--- src/rtl/mdr_pkg.sv ---
// Shared types for the memory data register load path: load sizes, FSM states
// and the request legality rule.
package mdr_pkg;

   localparam int CNT_W = 4;

   typedef enum logic [1:0] {
      SZ_BYTE   = 2'b00,
      SZ_HALF   = 2'b01,
      SZ_WORD   = 2'b10,
      SZ_DOUBLE = 2'b11
   } load_size_t;

   typedef logic [0:0] mdr_state_t;
   localparam mdr_state_t IDLE = 1'b0;
   localparam mdr_state_t WAIT = 1'b1;

   // Natural alignment; double only exists on a 64-bit bus.
   function automatic logic req_legal(input load_size_t size, input logic [2:0] ofs,
                                      input int data_w);
      case (size)
         SZ_BYTE:   return 1'b1;
         SZ_HALF:   return ofs[0] == 1'b0;
         SZ_WORD:   return ofs[1:0] == 2'b00;
         SZ_DOUBLE: return (data_w == 64) && (ofs == 3'd0);
         default:   return 1'b0;
      endcase
   endfunction

endpackage

--- src/rtl/mdr_lane_extract.sv ---
// Combinational lane select + sign/zero extend. Define MDR_BIG_ENDIAN_EN to
// mirror the byte offset so offset 0 addresses the most significant byte.
module mdr_lane_extract
   import mdr_pkg::*;
#(
   parameter int DATA_W = 32,
   parameter int OFS_W  = $clog2(DATA_W/8)
) (
   input  logic [DATA_W-1:0] data,
   input  load_size_t        size,
   input  logic              sgn,
   input  logic [OFS_W-1:0]  ofs,
   output logic [DATA_W-1:0] ext
);

   logic [OFS_W+2:0]  shamt;
   logic [DATA_W-1:0] aligned;
   logic [DATA_W-1:0] mask;
   logic              msb;

   assign shamt = {ofs, 3'b000};

`ifdef MDR_BIG_ENDIAN_EN
   // Push the addressed lane to the top, then drop it to the bottom.
   logic [DATA_W-1:0] mirrored;
   assign mirrored = data << shamt;

   always_comb begin
      aligned = data;
      case (size)
         SZ_BYTE: aligned = mirrored >> (DATA_W-8);
         SZ_HALF: aligned = mirrored >> (DATA_W-16);
         SZ_WORD: aligned = mirrored >> (DATA_W-32);
         default: aligned = data;
      endcase
   end
`else
   assign aligned = data >> shamt;
`endif

   always_comb begin
      mask = '1;
      msb  = 1'b0;
      case (size)
         SZ_BYTE: begin mask = ~({DATA_W{1'b1}} << 8);  msb = aligned[7];  end
         SZ_HALF: begin mask = ~({DATA_W{1'b1}} << 16); msb = aligned[15]; end
         SZ_WORD: begin mask = ~({DATA_W{1'b1}} << 32); msb = aligned[31]; end
         default: begin mask = '1;                      msb = 1'b0;        end
      endcase
      ext = (aligned & mask) | ({DATA_W{sgn & msb}} & ~mask);
   end

endmodule

--- src/rtl/mdr_load_unit.sv ---
// Registered memory data register: issue, fixed memory wait, capture and
// extend. Endianness of lane selection follows MDR_BIG_ENDIAN_EN.
module mdr_load_unit
   import mdr_pkg::*;
#(
   parameter  int DATA_W      = 32,
   parameter  int MEM_LATENCY = 1,
   localparam int OFS_W       = $clog2(DATA_W/8)
) (
   input  logic              clk,
   input  logic              reset,
   input  logic              load_req,
   input  logic [1:0]        load_size,
   input  logic              load_signed,
   input  logic [OFS_W-1:0]  addr_lo,
   input  logic [DATA_W-1:0] mem_data,
   output logic [DATA_W-1:0] mdr_raw,
   output logic [DATA_W-1:0] mdr_ext,
   output logic              busy,
   output logic              valid,
   output logic              misaligned
);

   mdr_state_t        state;
   logic [CNT_W-1:0]  cnt;
   load_size_t        size_q;
   logic              sgn_q;
   logic [OFS_W-1:0]  ofs_q;
   logic [DATA_W-1:0] ext_d;
   logic              legal;

   assign legal = req_legal(load_size_t'(load_size), 3'(addr_lo), DATA_W);

   // Extraction runs on the latched request so inputs may change mid-wait.
   mdr_lane_extract #(.DATA_W(DATA_W), .OFS_W(OFS_W)) u_extract (
      .data (mem_data),
      .size (size_q),
      .sgn  (sgn_q),
      .ofs  (ofs_q),
      .ext  (ext_d)
   );

   always_ff @(posedge clk or posedge reset) begin
      if (reset) begin
         state      <= IDLE;
         cnt        <= '0;
         size_q     <= SZ_BYTE;
         sgn_q      <= 1'b0;
         ofs_q      <= '0;
         mdr_raw    <= '0;
         mdr_ext    <= '0;
         busy       <= 1'b0;
         valid      <= 1'b0;
         misaligned <= 1'b0;
      end else begin
         valid      <= 1'b0;
         misaligned <= 1'b0;
         case (state)
            IDLE: begin
               if (load_req) begin
                  if (legal) begin
                     size_q <= load_size_t'(load_size);
                     sgn_q  <= load_signed;
                     ofs_q  <= addr_lo;
                     cnt    <= CNT_W'(MEM_LATENCY-1);
                     busy   <= 1'b1;
                     state  <= WAIT;
                  end else begin
                     misaligned <= 1'b1;
                  end
               end
            end
            default: begin
               if (cnt != '0) begin
                  cnt <= cnt - 1'b1;
               end else begin
                  mdr_raw <= mem_data;
                  mdr_ext <= ext_d;
                  valid   <= 1'b1;
                  busy    <= 1'b0;
                  state   <= IDLE;
               end
            end
         endcase
      end
   end

endmodule

--- config.mk ---
export PLATFORM = sky130hd
export DESIGN_NAME = mdr_load_unit
export DESIGN_NICKNAME = d
export VERILOG_FILES = /design/src/rtl/mdr_pkg.sv /design/src/rtl/mdr_lane_extract.sv /design/src/rtl/mdr_load_unit.sv
export SDC_FILE = /design/constraint.sdc
export NUM_CORES = 1
export LEC_CHECK = 0
export CORE_MARGIN = 2
export CORE_UTILIZATION = 52
export CTS_BUF_LIST = sky130_fd_sc_hd__clkbuf_8
export CTS_CLUSTER_SIZE = 20
export DETAILED_ROUTE_END_ITERATION = 7
export PLACE_DENSITY_LB_ADDON = 0.2
export SLEW_MARGIN = 30
export SYNTH_ARGS = -nofsm -noshare
export SYNTH_HDL_FRONTEND = slang
export SYNTH_SLANG_ARGS = --single-unit
--- constraint.sdc ---
create_clock -name clk -period 4.15 [get_ports clk]
set_input_delay 0.415 -clock clk [delete_from_list [all_inputs] [get_ports clk]]
set_output_delay 0.415 -clock clk [all_outputs]
set_load 0.005 [all_outputs]
==> run summary <==
Critical Path Sink Type -> flop
Worst Path Class, Setup -> flop to flop
Tmin final -> 2690 ps
CTS tree -> done
die height -> 86.2 µm
CTS resizes -> 0
Rel. slew slack -> 44.3%
RSZ-0062 raised after global routing -> no
CP startpoint kind -> flop
initial core utilization -> 54.5%
CP Data Arrival Time -> 2880 ps
Horiz. Die Dim -> 86.2 µm
number of synthesized flops with an enable pin -> 0
max cap viols -> 0
measured slew at the worst slew-check pin -> 832 ps
clk sinks -> 77
Mean Syn Cell Area -> 10.0 µm²
Clock Pin Slew Worst Setup and Hold Paths -> 80 ps
postcts setup bufs -> 0
setup_tns -> 0 ps
share of layout cells above drive strength 1 -> 9.71%
r2r setup slk -> 1460 ps
final period utilization -> 64.7%
Seq/Total Area, Yosys -> 54.8%
Layout Utilization -> 74.9%
unique cell type count in the Yosys netlist -> 33
first-pass GRT wire length -> 15500 µm
Die Area -> 7440 µm²
clock root buffer -> clkbuf_8
Max VDD drop -> 0.000252 V
leak pwr -> 2.24 nW
HP Class -> input port to async pin
Clock Latency Late Sink -> 340 ps
hold-fix buffers at CTS -> 0
Pre-antenna DRT Iters -> 4
Mapped Cells -> 351
CP required -> 4340 ps
Starting DRT DRC Count -> 264
Core Rows -> 29
post-synthesis register bit count -> 77
CORE AREA -> 6460 µm²
Post-Syn Nets -> 393
number of global-route vias before repair -> 3066
DP Wirelength -> 6720 µm
Layout Nets -> 490
H-tree Lvls -> 3
PD cells -> 523 nW/µm²
Tot GR Track Use -> 27.3%
initial antenna violation count -> 0
Vias -> 3047
Pins Over Slew Limit -> 0
final WL -> 9690 µm
number of CTS-inserted buffers -> 9
Area Growth Syn to Fin -> 37.5%
largest net degree at the start of global routing -> 50
status -> complete, no violations
# IOs -> 107
antenna viol nets, final -> 0
GP Congestion -> 0.908
Mapped Area -> 3520 µm²
Port-buffer cells -> 106
diode count -> 0
final setup violating endpoints -> 0
Filler cells -> 456
clock skew -> 8.10 ps
clk buf depth -> 2
Routed wire per std cell -> 18.3 µm
FFs w/ async S/R, synth -> 100%
CP Max Fanout -> 39
Fin. Hold Viols -> 0
Congestion Overflow GR -> 0
top_reg_cell synth -> dfrtp_1
drt drc -> 0
DR vias/cell -> 5.75
Max Freq -> 372 MHz
yosys synthesis warning count -> 0
==> cells in the final DEF, fill, tap and decap left out <==
cell type	netlist	routed
a211o_1	1	1
a211oi_1	7	7
a21oi_1	9	9
a221o_1	8	8
and2_1	2	2
buf_4	0	3
bufinv_16	0	2
clkbuf_8	0	11
clkdlybuf4s50_1	0	106
clkinv_2	0	3
dfrtp_1	77	75
dfrtp_2	0	2
ha_1	2	2
inv_1	5	5
mux2_2	12	12
mux2i_1	16	16
mux4_2	1	1
nand2_1	126	126
nand2b_1	1	1
nand3_1	17	17
nand3_2	3	3
nand4bb_4	0	1
nor2_1	2	2
nor2b_1	9	9
nor3_1	2	2
nor3b_1	2	2
nor3b_2	2	2
o211ai_2	1	1
o21ai_0	9	8
o21ai_1	0	1
o22ai_1	1	1
o2bb2ai_1	1	1
o311ai_0	6	6
o311ai_4	2	2
or3b_2	1	1
xnor2_1	2	2
==> cell type report <==
class                           count  area (µm²)  share of cell area [%]
Timing Repair Buffer              109        1080                    22.4
Clock inverter                      5        73.8                    1.53
Sequential cell                    77        1930                    39.9
Inverter                            5        20.0                   0.414
Multi-Input combinational cell    246        1480                    30.6
Clock buffer                       11         151                    3.13
Tap cell                           77        96.3                    1.99
==> registers in the layout, indices dropped and copies added (netlist names) <==
| name | cells |
|---|---|
| cnt | 4 |
| valid | 1 |
| size_q | 2 |
| mdr_raw | 32 |
| sgn_q | 1 |
| mdr_ext | 32 |
| ofs_q | 2 |
| state | 1 |
| misaligned | 1 |
| busy | 1 |
==> cell usage after synthesis, drive strengths merged, types with 2 or more instances <==
cell type / count / share of area, %
xnor2: 2 / 0.50
nor3: 2 / 0.28
nor2b: 9 / 1.6
nor2: 2 / 0.21
mux2: 12 / 3.8
inv: 5 / 0.53
and2: 2 / 0.36
a221o: 8 / 2.3
clkbuf: 14 / 1.5
ha: 2 / 0.71
o311ai: 8 / 3.0
a21oi: 9 / 1.3
a211oi: 7 / 1.5
o21ai: 9 / 1.3
buf: 9 / 1.5
nor3b: 4 / 1.1
nand2: 126 / 13
nand3: 20 / 3.3
mux2i: 16 / 4.6
dfrtp: 77 / 55
==> logic make-up (layout without fill, tap and decap cells) <==
kind of cell | Yosys count | after routing | synth area share (%)
buf+inv | 28 | 130 | 3.56
mux | 29 | 29 | 9.04
flops | 77 | 77 | 54.8
simple gates | 168 | 168 | 21.1
compound gates | 45 | 45 | 10.4
fa+ha+maj | 2 | 2 | 0.711
xor+xnor | 2 | 2 | 0.498
==> through the flow <==
| step | power (mW) | std cells | hold slack [ps] | area [µm²] | setup slack (ps) |
|---|---|---|---|---|---|
| final | 2.53 | 530 | 449 | 4840 | 1460 |
| after global routing | 2.66 | 530 | 501 | 4840 | 1260 |
| after CTS | 2.54 | 530 | 462 | 4830 | 1320 |
| after detailed placement | 1.90 | 514 | 463 | 4610 | 1440 |
| after global placement | 1.87 | 514 | 457 | 4610 | 1530 |
| after floorplan | 1.41 | 351 | 470 | 3520 | 1770 |
==> worst max-delay path: stages, from the launching register on <==
cell and delay, ps:
dfrtp_1 410, inv_1 90, ha_1 210, nand4bb_4 520, nor3b_1 550, o211ai_2 460, o311ai_0 280
==> path summary, 6_finish.rpt <==
| check | endpoint | depth (start not counted) | from |
|---|---|---|---|
| worst max-delay path | mdr_ext[21] | 6 | cnt[0] |
| worst min-delay path | mdr_raw[6] | 2 | reset |
| min in group clk | mdr_raw[31] | 2 | mdr_raw[31] |
| worst min register to register | mdr_raw[31] | 2 | mdr_raw[31] |
| max in group asynchronous | mdr_raw[27] | 3 | reset |
| worst max register to register | mdr_ext[21] | 6 | cnt[0] |
==> per-layer routing <==
metal / share of wire, % / up-vias / track usage (%)
li1: - / 1388 / -
met3: 7.0 / 24 / 6.57
met1: 42 / 1499 / 36.8
met4: 2.8 / 0 / 11.5
met5: 0 / - / 0
met2: 48 / 136 / 42.6
==> power by group <==
part           switching [mW]  internal [mW]
clock network           0.269          0.368
registers               0.154          0.936
logic                   0.308          0.494
total                   0.731           1.80
Note: power is estimated with default switching activity, not from simulation.
